### src/rtl/alu_pkg.sv
// alu_pkg: shared types for the registered ALU (alu_pipe) and its iterative
// multiplier (alu_mul_iter).
//   op_e    : 4-bit operation codes; codes >= OP_ILLEGAL_MIN are undefined
//   state_e : control FSM states
//   flags_t : status flags held alongside the registered result
package alu_pkg;

   typedef enum logic [3:0] {
      OP_ADD         = 4'd0,
      OP_SUB         = 4'd1,
      OP_OR          = 4'd2,
      OP_AND         = 4'd3,
      OP_XOR         = 4'd4,
      OP_SHL         = 4'd5,
      OP_SHR         = 4'd6,
      OP_SRA         = 4'd7,
      OP_ROL         = 4'd8,
      OP_ROR         = 4'd9,
      OP_MUL         = 4'd10,
      OP_ILLEGAL_MIN = 4'd11
   } op_e;

   typedef enum logic [1:0] {
      IDLE = 2'd0,
      BUSY = 2'd1,
      DONE = 2'd2
   } state_e;

   typedef struct packed {
      logic cout;
      logic zero;
      logic neg;
      logic ovf;
      logic illegal;
   } flags_t;

endpackage

### src/rtl/alu_mul_iter.sv
// alu_mul_iter: unsigned shift-and-add multiplier, one bit of b per cycle.
//   clk, rst   : clock, synchronous active-high reset
//   start_i    : capture a_i/b_i and begin (ignored while busy)
//   a_i, b_i   : WIDTH-bit unsigned operands
//   done_o     : high during the final iteration cycle
//   prod_o     : 2*WIDTH-bit product, valid while done_o is high
// The product is presented combinationally during the last iteration so the
// parent can register it on the same edge, giving exactly WIDTH busy cycles.
module alu_mul_iter
   import alu_pkg::*;
#(
   parameter int WIDTH = 8
) (
   input  logic               clk,
   input  logic               rst,
   input  logic               start_i,
   input  logic [WIDTH-1:0]   a_i,
   input  logic [WIDTH-1:0]   b_i,
   output logic               done_o,
   output logic [2*WIDTH-1:0] prod_o
);

   localparam int CW = $clog2(WIDTH);

   logic             busy_q;
   logic [CW-1:0]    cnt_q;
   logic [WIDTH-1:0] mcand_q;
   logic [WIDTH-1:0] hi_q;
   logic [WIDTH-1:0] lo_q;   // holds remaining multiplier bits, fills with product low bits
   logic [WIDTH:0]   sum_d;
   logic [2*WIDTH-1:0] prod_d;

   // {hi,lo} shifts right each step; the adder carry becomes the new top bit.
   always_comb begin
      sum_d  = {1'b0, hi_q} + (lo_q[0] ? {1'b0, mcand_q} : '0);
      prod_d = {sum_d, lo_q[WIDTH-1:1]};
   end

   assign done_o = busy_q && (cnt_q == CW'(WIDTH-1));
   assign prod_o = prod_d;

   always_ff @(posedge clk) begin
      if (rst) begin
         busy_q  <= 1'b0;
         cnt_q   <= '0;
         mcand_q <= '0;
         hi_q    <= '0;
         lo_q    <= '0;
      end else if (start_i && !busy_q) begin
         busy_q  <= 1'b1;
         cnt_q   <= '0;
         mcand_q <= a_i;
         hi_q    <= '0;
         lo_q    <= b_i;
      end else if (busy_q) begin
         {hi_q, lo_q} <= prod_d;
         cnt_q        <= cnt_q + 1'b1;
         if (done_o) busy_q <= 1'b0;
      end
   end

endmodule

### src/rtl/alu_pipe.sv
// alu_pipe: registered ALU with valid/ready on both sides.
//   clk, rst              : clock, synchronous active-high reset
//   in_valid / in_ready   : operation handshake (op, a, b, cin sampled on accept)
//   out_valid / out_ready : result handshake; outputs held until accepted
//   result, result_hi     : result (MUL: low/high product halves; hi=0 otherwise)
//   cout, zero, neg, ovf, illegal : status flags registered with the result
// Single-cycle ops produce out_valid the cycle after accept; MUL spends
// WIDTH cycles in BUSY. In DONE, in_ready follows out_ready so a new op can
// be accepted in the same cycle the old result is consumed.
module alu_pipe
   import alu_pkg::*;
#(
   parameter int WIDTH = 8,
   parameter int SHW   = $clog2(WIDTH)
) (
   input  logic             clk,
   input  logic             rst,
   input  logic             in_valid,
   output logic             in_ready,
   input  logic [3:0]       op,
   input  logic [WIDTH-1:0] a,
   input  logic [WIDTH-1:0] b,
   input  logic             cin,
   output logic             out_valid,
   input  logic             out_ready,
   output logic [WIDTH-1:0] result,
   output logic [WIDTH-1:0] result_hi,
   output logic             cout,
   output logic             zero,
   output logic             neg,
   output logic             ovf,
   output logic             illegal
);

   state_e             state_q, state_d;
   logic [WIDTH-1:0]   result_q, result_d;
   logic [WIDTH-1:0]   result_hi_q, result_hi_d;
   flags_t             flags_q, flags_d;

   logic               accept, is_mul, mul_done;
   logic [2*WIDTH-1:0] mul_prod;

   logic [SHW-1:0]     sh;
   logic [WIDTH:0]     add_s, sub_s;
   logic [2*WIDTH-1:0] rol_s, ror_s;
   logic [WIDTH-1:0]   alu_res;
   flags_t             alu_fl;

   assign in_ready  = (state_q == IDLE) || ((state_q == DONE) && out_ready);
   assign out_valid = (state_q == DONE);
   assign accept    = in_valid && in_ready;
   assign is_mul    = (op == OP_MUL);

   alu_mul_iter #(.WIDTH(WIDTH)) u_mul (
      .clk     (clk),
      .rst     (rst),
      .start_i (accept && is_mul),
      .a_i     (a),
      .b_i     (b),
      .done_o  (mul_done),
      .prod_o  (mul_prod)
   );

   // Combinational single-cycle datapath
   assign sh    = b[SHW-1:0];
   assign add_s = {1'b0, a} + {1'b0, b} + {{WIDTH{1'b0}}, cin};
   assign sub_s = {1'b0, a} - {1'b0, b} - {{WIDTH{1'b0}}, cin};
   // Rotates via a doubled operand: the wanted window falls out of one shift.
   assign rol_s = {a, a} << sh;
   assign ror_s = {a, a} >> sh;

   always_comb begin
      alu_res = '0;
      alu_fl  = '0;
      case (op)
         OP_ADD: begin
            alu_res     = add_s[WIDTH-1:0];
            alu_fl.cout = add_s[WIDTH];
            alu_fl.ovf  = (a[WIDTH-1] == b[WIDTH-1]) && (add_s[WIDTH-1] != a[WIDTH-1]);
         end
         OP_SUB: begin
            alu_res     = sub_s[WIDTH-1:0];
            alu_fl.cout = sub_s[WIDTH];   // wraps negative on borrow
            alu_fl.ovf  = (a[WIDTH-1] != b[WIDTH-1]) && (sub_s[WIDTH-1] != a[WIDTH-1]);
         end
         OP_OR:   alu_res = a | b;
         OP_AND:  alu_res = a & b;
         OP_XOR:  alu_res = a ^ b;
         OP_SHL:  alu_res = a << sh;
         OP_SHR:  alu_res = a >> sh;
         OP_SRA:  alu_res = $signed(a) >>> sh;
         OP_ROL:  alu_res = rol_s[2*WIDTH-1:WIDTH];
         OP_ROR:  alu_res = ror_s[WIDTH-1:0];
         OP_MUL:  alu_res = '0;            // handled by u_mul
         default: alu_fl.illegal = 1'b1;
      endcase
      alu_fl.zero = (alu_res == '0);
      alu_fl.neg  = alu_res[WIDTH-1];
   end

   // FSM and output register next-state
   always_comb begin
      state_d     = state_q;
      result_d    = result_q;
      result_hi_d = result_hi_q;
      flags_d     = flags_q;
      case (state_q)
         IDLE: if (accept) state_d = is_mul ? BUSY : DONE;
         BUSY: if (mul_done) state_d = DONE;
         DONE: if (out_ready) state_d = accept ? (is_mul ? BUSY : DONE) : IDLE;
         default: state_d = IDLE;
      endcase
      if (accept && !is_mul) begin
         result_d    = alu_res;
         result_hi_d = '0;
         flags_d     = alu_fl;
      end else if (mul_done) begin
         result_d     = mul_prod[WIDTH-1:0];
         result_hi_d  = mul_prod[2*WIDTH-1:WIDTH];
         flags_d      = '0;
         flags_d.zero = (mul_prod == '0);
         flags_d.neg  = mul_prod[WIDTH-1];
      end
   end

   always_ff @(posedge clk) begin
      if (rst) begin
         state_q     <= IDLE;
         result_q    <= '0;
         result_hi_q <= '0;
         flags_q     <= '0;
      end else begin
         state_q     <= state_d;
         result_q    <= result_d;
         result_hi_q <= result_hi_d;
         flags_q     <= flags_d;
      end
   end

   assign result    = result_q;
   assign result_hi = result_hi_q;
   assign cout      = flags_q.cout;
   assign zero      = flags_q.zero;
   assign neg       = flags_q.neg;
   assign ovf       = flags_q.ovf;
   assign illegal   = flags_q.illegal;

endmodule
### config.mk
export PLATFORM = sky130hd
export DESIGN_NAME = alu_pipe
export DESIGN_NICKNAME = d
export VERILOG_FILES = /design/src/rtl/alu_pkg.sv /design/src/rtl/alu_mul_iter.sv /design/src/rtl/alu_pipe.sv
export SDC_FILE = /design/constraint.sdc
export NUM_CORES = 1
export LEC_CHECK = 0
export CORE_AREA = 2 2 121 123
export DETAILED_ROUTE_END_ITERATION = 10
export DIE_AREA = 0 0 123 125
export GPL_TIMING_DRIVEN = 0
export PLACE_DENSITY_LB_ADDON = 0.12
export RECOVER_POWER = 50
export SYNTH_ARGS = -nofsm -noshare
export SYNTH_HDL_FRONTEND = slang
export SYNTH_SLANG_ARGS = --single-unit
### constraint.sdc
create_clock -name clk -period 4.05 [get_ports clk]
set_clock_uncertainty 0.15 [all_clocks]
set_input_delay 0.81 -clock clk [delete_from_list [all_inputs] [get_ports clk]]
set_output_delay 0.81 -clock clk [all_outputs]
set_load 0.02 [all_outputs]
==> impl_results.md <==
- Cell Area, Synth: 4850 um^2
- Initial Util: 34.2%
- Later-pin clock latency in the skew report: 0.29 ns
- Layout cells sized above 1: 9.70%
- Antenna Nets Post-Route: 0
- # port buffers: 43
- Sw Pwr: 0.476 mW
- PD cells: 256 nW/um^2
- Class of the worst hold path: reg -> reg
- Placer Congestion: 0.921
- Final worst path period share: 98.6%
- Number of antenna diodes: 0
- RSZ-0062 raised after global routing: false
- Initial antenna violation count: 0
- DR pass1 iterations: 5
- DP HPWL: 12.4 mm
- Avg WL per Cell: 18.2 um
- Detailed-route wire length: 15.5 mm
- Synthesis Warnings: 0
- Final setup fails: 0
- CP startpoint kind: input pin
- Cts bufs inserted: 5
- Post-Synthesis Cells: 614
- GR Overflow Total: 0
- Die width: 123 um
- Share of the synthesized area in the top cell type: 20.6%
- Die area: 15400 um^2
- Internal power: 0.994 mW
- MaxCap Viol Count: 0
- Synth cell count leaders: nand2_1, nor2_1, dfxtp_1
- Synth top area cells: dfxtp_1, ha_1, a21oi_1
- Lkg Pwr: 2.40 nW
- Post-synth cell types: 81
- Layout Nets: 740
- Layout area overhead: 18.3%
- Placed inst area: 5510 um^2
- Final min period: 3.99 ns
- Biggest area consumer among synthesized cells: dfxtp_1
- Core area: 14200 um^2
- Sequential share of the synthesized area: 20.6%
- Sw Ratio: 32.4%
- Worst slew margin: 37.0%
- DRC violations left: 0
- Top_reg_cell synth: dfxtp_1
- Largest net degree at the start of global routing: 18
- I/O pins: 48
- Clock Path Buffers: 2
- Clk pwr share: 33.3%
- Clock root cell: clkbuf_16
- Gr usage total: 20.4%
- Sequential group share of total power: 35.0%
- Critical path required time: 4.08 ns
- Vias in the first global route: 4730
- Chip height: 125 um
- DRT iter0 DRCs: 402
- Mean post-synth cell area: 7.90 um^2
- #FFs+latches synth: 50
- Global-route wire length before repair: 24.8 mm
- Synth Net Count: 685
- Ys async rst share: 0%
- Final Max Slew Viols: 0
- Via count: 4793
- Hold slack: 0.303 ns
- Via/cell ratio: 5.61
- Rows: 44
- Fmax: 0.250 GHz
- Status: complete, no violations
- WP data arrival: 4.03 ns
- CTS clock-pin slew for the worst setup and hold paths: 0.06 ns
- Endpoints failing hold: 0
- CP Capture Type: flip-flop
- Worst VDD drop: 0.000150 V
- CTS tree: done
- EDFF count, synth: 0
- Comb power frac: 31.7%
- H-tree Lvls: 2
- Crit Path Max Fanout: 10
- Sink Count: 50
- Cell area after layout: 5740 um^2
- Least-Margin Pin Slew: 0.937 ns
- Critical setup path kind: in -> reg
- Hold_buf cts: 0
==> cell usage in the layout, fill, tap and decap left out, drive strengths merged, types with 6 or more instances in the layout <==
master / netlist / layout
nor2: 62 / 62
buf: 22 / 24
nand2b: 8 / 8
nor3: 6 / 6
and3: 9 / 9
dfxtp: 50 / 50
nand3: 8 / 8
clkbuf: 22 / 30
a22oi: 6 / 6
o21a: 8 / 8
o221ai: 6 / 6
a21oi: 50 / 50
a31oi: 8 / 8
and2: 11 / 11
inv: 39 / 39
ha: 41 / 41
a211oi: 21 / 21
nand2: 63 / 63
clkdlybuf4s50: 0 / 16
nor2b: 7 / 7
mux2i: 18 / 18
dlygate4sd3: 0 / 23
mux4: 9 / 9
o21ai: 33 / 33
==> power groups by stage <==
stage,combinational (mW),clock [mW],sequential [mW]
finish,0.466,0.489,0.515
global route,0.510,0.518,0.517
CTS,0.472,0.503,0.516
detailed placement,0.461,0,0.527
global placement,0.459,0,0.527
floorplan,0.294,0,0.538
==> worst max-delay path, stage by stage <==
cell and delay (ns):
clkdlybuf4s50_1 0.59, buf_4 0.24, clkinvlp_4 0.18, ha_1 0.35, a211oi_1 0.36, o21bai_1 0.20
a2111oi_1 0.47, nor3_1 0.18, xnor2_1 0.15, o211a_1 0.26, a41o_1 0.24
==> area by class of cell <==
cell class / count / area (um^2)
Buffer: 44 / 235
Clock buffer: 5 / 125
Clock inverter: 3 / 47.5
Fill cell: 1505 / 8460
Inverter: 40 / 158
Multi-Input combinational cell: 480 / 3470
Sequential cell: 50 / 1000
Tap cell: 184 / 230
Timing Repair Buffer: 48 / 470
==> kinds of logic after synthesis <==
| kind of cell | share of synthesized area [%] |
|---|---|
| AND/OR/NAND/NOR | 21.9 |
| AO/OA/AOI/OAI | 26.5 |
| buffers and inverters | 8.12 |
| flip-flops | 20.6 |
| adder cells (fa/ha/maj) | 12.6 |
| multiplexers | 8.43 |
| XOR/XNOR | 1.80 |
==> metrics by stage <==
step	power (mW)	instances	setup slack [ns]	util, %	setup TNS (ns)
final	1.47	854	0.0573	40.4	0
after detailed placement	0.989	841	-0.914	38.8	-3.93
after global placement	0.986	841	-0.940	38.8	-3.92
after CTS	1.49	854	0.0319	40.5	0
after floorplan	0.831	614	0.341	-	0
after global routing	1.54	854	0.0147	40.4	0
==> per-layer routing <==
layer,track usage [%],wire length [um]
met1,26.7,7010
met5,0,0
met4,7.02,388
met3,1.82,702
met2,34.7,7430
==> what timing repair did <==
| action | 4_1_cts | 5_1_grt |
|---|---|---|
| pin swaps | 1 | 0 |
| setup endpoints to repair | 7 | 4 |
| buffers inserted | 5 | 0 |
| gates resized for setup | 11 | 7 |
==> state kept, by name (all words and copies together) (netlist names), 2 cells and up <==
| name | count |
|---|---|
| result | 8 |
| result_hi | 8 |
| state_q | 2 |
| u_mul.cnt_q | 3 |
| u_mul.hi_q | 8 |
| u_mul.lo_q | 8 |
| u_mul.mcand_q | 8 |
==> worst paths after layout <==
check	startpoint	to	slack, ns	depth (start not counted)
max	b[1]	zero	0.06	11
min	result_hi[4]	result_hi[4]	0.30	2
max reg2reg	u_mul.lo_q[0]	zero	0.51	11
min reg2reg	result_hi[4]	result_hi[4]	0.30	2
Power figures use the tool's default switching activity.
==> patch 1 (same settings) <==
Re-encode `state_e` (3 states) as one-hot, 3 bits wide.
--- a/src/rtl/alu_pkg.sv
+++ b/src/rtl/alu_pkg.sv
@@ -20,10 +20,10 @@
       OP_ILLEGAL_MIN = 4'd11
    } op_e;
 
-   typedef enum logic [1:0] {
-      IDLE = 2'd0,
-      BUSY = 2'd1,
-      DONE = 2'd2
+   typedef enum logic [2:0] {
+      IDLE = 3'b001,
+      BUSY = 3'b010,
+      DONE = 3'b100
    } state_e;
 
    typedef struct packed {
Behaviour: same outputs for any inputs over 4 cycles, from zero or initial values and one cycle with rst high; so few cycles prove little.
==> patch 1 against the unedited design <==
Design area decreased by 2.6%. Routed wire length decreased by 4.4%. Global-route usage decreased by 0.80 points. Core utilization decreased by 1.1 points. Sequential share of layout area increased by 0.83 points. Die area unchanged. Total power decreased by 4.5%. Sequential cell count increased by 1. Synthesized area decreased by 3.0%. Register-to-register slack improved by 0.48 ns. Setup slack improved by 0.041 ns. Synthesized cell count decreased by 0.98%.
==> patch 1: results (changes against the unedited design) <==
| Metric | Value |
|---|---|
| Signal inverters | `34 (was 40)` |
| Worst Reg-to-Reg Cells | `12 (was 11)` |
| Max-slew headroom | `0.4784 (was 0.3699)` |
| Post-CTS Setup Bufs | `3 (was 5)` |
| Crit-path leading delay family | `simple AND/OR/NAND/NOR gates (was compound AO/OA/AOI/OAI gates)` |
| Cells after DPL | `838 (was 841)` |
| Crit path DAT | `4.00 ns (was 4.03 ns)` |
| Fillers | `1484 (was 1505)` |
| Pin count of the biggest net entering global routing | `16 (was 18)` |
| RePlAce Congestion | `0.9437 (was 0.9205)` |
| Placed instance area | `5399 sq um (was 5514 sq um)` |
| Signal buf overhead | `0.1204 (was 0.1229)` |
| Syn avg cell area | `7.744 sq um (was 7.905 sq um)` |
| Multi-input combinational gate total | `487 (was 480)` |
| Storage cell area | `1021 sq um (was 1001 sq um)` |
| All-Layer GR Usage | `0.1956 (was 0.2037)` |
| Netlist cell types | `85 (was 81)` |
| IO buf count | `46 (was 43)` |
| First-pass GRT wire length | `23760 um (was 24850 um)` |
| Vias in the first global route | `4403 (was 4730)` |
| Design area | `5592 sq um (was 5742 sq um)` |
| Met2 wire length | `6752 um (was 7434 um)` |
| Final wirelength | `14850 um (was 15530 um)` |
| Nets | `735 (was 740)` |
| Dpl ws | `-1.029 ns (was -0.9144 ns)` |
| Max rail drop VDD | `0.1373 mV (was 0.1501 mV)` |
| Synth top area cells | `dfxtp_1, ha_1, mux2i_1, nor2_1, a21oi_1 (was dfxtp_1, ha_1, a21oi_1, nand2_1, nor2_1)` |
| Post_cts resized | `23 (was 11)` |
| LEAKAGE | `2.319 nW (was 2.400 nW)` |
| Status | `completed (unchanged)` |
| Sequential cell area fraction in the yosys report | `0.2168 (was 0.2062)` |
| Share of cells above drive strength 1 | `0.08283 (was 0.09701)` |
| Seq_cells | `51 (was 50)` |
| HPWL after DPL | `11820 um (was 12370 um)` |
| Peak Freq | `0.2530 GHz (was 0.2505 GHz)` |
| Vias per cell | `5.436 (was 5.612)` |
| Wl on met1 | `6857 um (was 7008 um)` |
| Highest fanout seen on the critical path | `7 (was 10)` |
| Syn nets | `679 (was 685)` |
| Non-CTS buffers | `85 (was 92)` |
| Vias after detailed routing | `4610 (was 4793)` |
| Multi-input gate area | `3396 sq um (was 3475 sq um)` |
-- patch 1: cell count changes after synthesis, moves of 4 or more --
cell      delta
a211oi_1    -11
buf_2        -7
and3_1       -5
a31oi_1      -7
nand2b_1     -6
nor2_1      +25
o21ai_1      -5
mux4_2       -9
mux2i_1     +23
mux2_2       +4
nor3_1       +6
xnor2_1      +4
inv_1        -6
a22oi_1      -4
-- patch 1: tightest hold or removal path: stages, from the launching register on --
cell     delay (ns)
dfxtp_1        0.31
nand2_1        0.05
a21oi_1        0.05
-- patch 1: power by group through the flow --
stage / registers, mW / logic [mW] / clock network (mW)
floorplan: 0.552 / 0.282 / 0
global placement: 0.539 / 0.449 / 0
detailed placement: 0.540 / 0.453 / 0
CTS: 0.529 / 0.467 / 0.424
global route: 0.530 / 0.508 / 0.448
finish: 0.528 / 0.466 / 0.409
-- patch 1: metal layers --
layer / global-route usage / vias up
met4: 0.05013 / 0
li1: - / 2272
met5: 0 / -
met1: 0.2731 / 2183
met3: 0.03558 / 28
met2: 0.3097 / 127
-- patch 1: worst min-delay path by stage --
stage          slack [ns]  cells past startpoint               end              from
5_1_grt              0.33                      2      result_hi[6]      result_hi[6]
3_3_place_gp         0.30                      2      result_hi[3]      result_hi[3]
6_report             0.30                      2      result_hi[2]      result_hi[2]
3_5_place_dp         0.30                      2      result_hi[2]      result_hi[2]
2_1_floorplan        0.30                      2  u_mul.mcand_q[0]  u_mul.mcand_q[0]
4_1_cts              0.31                      2      result_hi[2]      result_hi[2]
-- patch 1: cells by family after synthesis --
logic type,after synthesis,synth area share
simple gates,231,0.2416
fa+ha+maj,46,0.1302
flops,51,0.2168
buf+inv,70,0.06643
mux,47,0.1039
compound gates,149,0.2150
xor+xnor,14,0.02604
==> patch 2 (same flow settings) <==
Without the edit above. `WIDTH` is set to 8 in 2 places; all go to 4.
--- a/src/rtl/alu_mul_iter.sv
+++ b/src/rtl/alu_mul_iter.sv
@@ -9,7 +9,7 @@
 module alu_mul_iter
    import alu_pkg::*;
 #(
-   parameter int WIDTH = 8
+   parameter int WIDTH = 4
 ) (
    input  logic               clk,
    input  logic               rst,
--- a/src/rtl/alu_pipe.sv
+++ b/src/rtl/alu_pipe.sv
@@ -10,7 +10,7 @@
 module alu_pipe
    import alu_pkg::*;
 #(
-   parameter int WIDTH = 8,
+   parameter int WIDTH = 4,
    parameter int SHW   = $clog2(WIDTH)
 ) (
    input  logic             clk,
Ports: changed (resized a, b, result and result_hi); port bits go from 48 to 32. No check against the original RTL was run, so the function may have changed too.
==> patch 2 against the unedited design <==
Register-to-register slack improved by 0.82 ns. Largest power group is now the clock network. Synthesized area decreased by 48%. Sequential cell count decreased by 21. Design area decreased by 44%. Total power decreased by 38%. Setup slack improved by 0.22 ns. Count of clock-buffer cells in the layout increased by 2. First-iteration DRC count decreased by 72%. Routed wire length decreased by 51%.
==> patch 2: results (changes against the unedited design) <==
| Metric | Value |
|---|---|
| Status | `completed (unchanged)` |
| Slew @ Worst Pin | `1.403 ns (was 0.9373 ns)` |
| Share of cells above drive strength 1 | `0.08430 (was 0.09701)` |
| RePlAce Congestion | `0.7939 (was 0.9205)` |
| Nets | `385 (was 740)` |
| Max rail drop VDD | `0.1340 mV (was 0.1501 mV)` |
| Met2 wire length | `3356 um (was 7434 um)` |
| Fillers | `1556 (was 1505)` |
| WHS Path Cells | `2 (unchanged)` |
| Final wirelength | `7557 um (was 15530 um)` |
| HPWL after DPL | `5980 um (was 12370 um)` |
| Crit-path leading delay family | `adder cells (was compound AO/OA/AOI/OAI gates)` |
| Wl on met1 | `3851 um (was 7008 um)` |
| First-pass GRT wire length | `12410 um (was 24850 um)` |
| All-Layer GR Usage | `0.1028 (was 0.2037)` |
| Hold Startpoint | `ovf (was result_hi[4])` |
| Post_cts resized | `0 (was 11)` |
| Crit path DAT | `3.80 ns (was 4.03 ns)` |
| Syn nets | `348 (was 685)` |
| Fin Hold WS | `0.3188 ns (was 0.3026 ns)` |
| R2r startpoint | `state_q[1] (was u_mul.lo_q[0])` |
| Synth top area cells | `dfxtp_1, ha_1, mux2i_1, nor2_1, a21oi_1 (was dfxtp_1, ha_1, a21oi_1, nand2_1, nor2_1)` |
| WL met3 | `219 um (was 702 um)` |
| Flop-to-flop setup slack | `1.33 ns (was 0.51 ns)` |
| Switching portion of total power | `0.2878 (was 0.3240)` |
| Post-CTS Setup Bufs | `0 (was 5)` |
| Hold path endpoint | `ovf (was result_hi[4])` |
| IO buf count | `30 (was 43)` |
| Worst Reg-to-Reg Cells | `5 (was 11)` |
| CP peak stage delay | `0.82 ns (was 0.59 ns)` |
| Synth cell count leaders | `nor2_1, dfxtp_1, a21oi_1 (was nand2_1, nor2_1, dfxtp_1, a21oi_1, ha_1)` |
| Vias in the first global route | `2214 (was 4730)` |
| Highest fanout seen on the critical path | `11 (was 10)` |
| 1st-pass router iterations | `4 (was 5)` |
| Vias after detailed routing | `2253 (was 4793)` |
| Dpl ws | `-0.06457 ns (was -0.9144 ns)` |
| Placed instance area | `3038 sq um (was 5514 sq um)` |
| Sequential cell area fraction in the yosys report | `0.2315 (was 0.2062)` |
| LEAKAGE | `1.289 nW (was 2.400 nW)` |
## patch 2: how the worst max path moves through the flow
stage	start	endpoint	slack, ns
3_5_place_dp	a[0]	zero	-0.06
4_1_cts	a[0]	zero	0.20
3_3_place_gp	a[0]	zero	-0.1
5_1_grt	a[0]	zero	0.07
2_1_floorplan	a[0]	zero	1.14
6_report	a[0]	zero	0.28
## patch 2: logic make-up after synthesis
family                   count (synthesis)  share of synthesized area
AND/OR/NAND/NOR                        117                     0.2540
AO/OA/AOI/OAI                           67                     0.1816
buffers and inverters                   39                    0.07535
flip-flops                              29                     0.2315
adder cells (fa/ha/maj)                 25                     0.1397
multiplexers                            22                    0.09331
XOR/XNOR                                 7                    0.02445
## patch 2: through the flow
step                      utilization  cells
after global placement         0.2139    520
after floorplan                     -    306
final                          0.2246    528
after global routing           0.2246    528
after CTS                      0.2250    528
after detailed placement       0.2139    520
## patch 2: worst register-to-register path, cell delays in order, from the launching register on
cell and delay (ns):
dfxtp_1 0.34, nor2b_1 0.15, nor3_1 1.09, nand4_1 0.33, or3_1 0.45, o32ai_1 0.12
## patch 2: final cells by class
cell class                 count  area (sq um)  share of cell area
buffer                        19         113.9             0.03569
clock buffer                   7         152.6             0.04784
clock inverter                 1         5.005            0.001569
inverter                      20         75.07             0.02353
multi-input combinational    238          1733              0.5431
sequential                    29         580.6              0.1820
tap                          184         230.2             0.07216
timing repair buffer          30         300.3             0.09412
## patch 2: routing by layer
layer,GRT usage,up-vias
met5,0,-
met4,0.03676,0
met3,0.01232,7
met2,0.1583,40
met1,0.1467,1041
li1,-,1165
## patch 2: power groups by stage
stage	clock, mW	sequential (mW)	combinational (mW)
global route	0.410	0.300	0.245
floorplan	0	0.311	0.137
detailed placement	0	0.305	0.223
finish	0.391	0.299	0.218
global placement	0	0.306	0.225
CTS	0.401	0.299	0.224
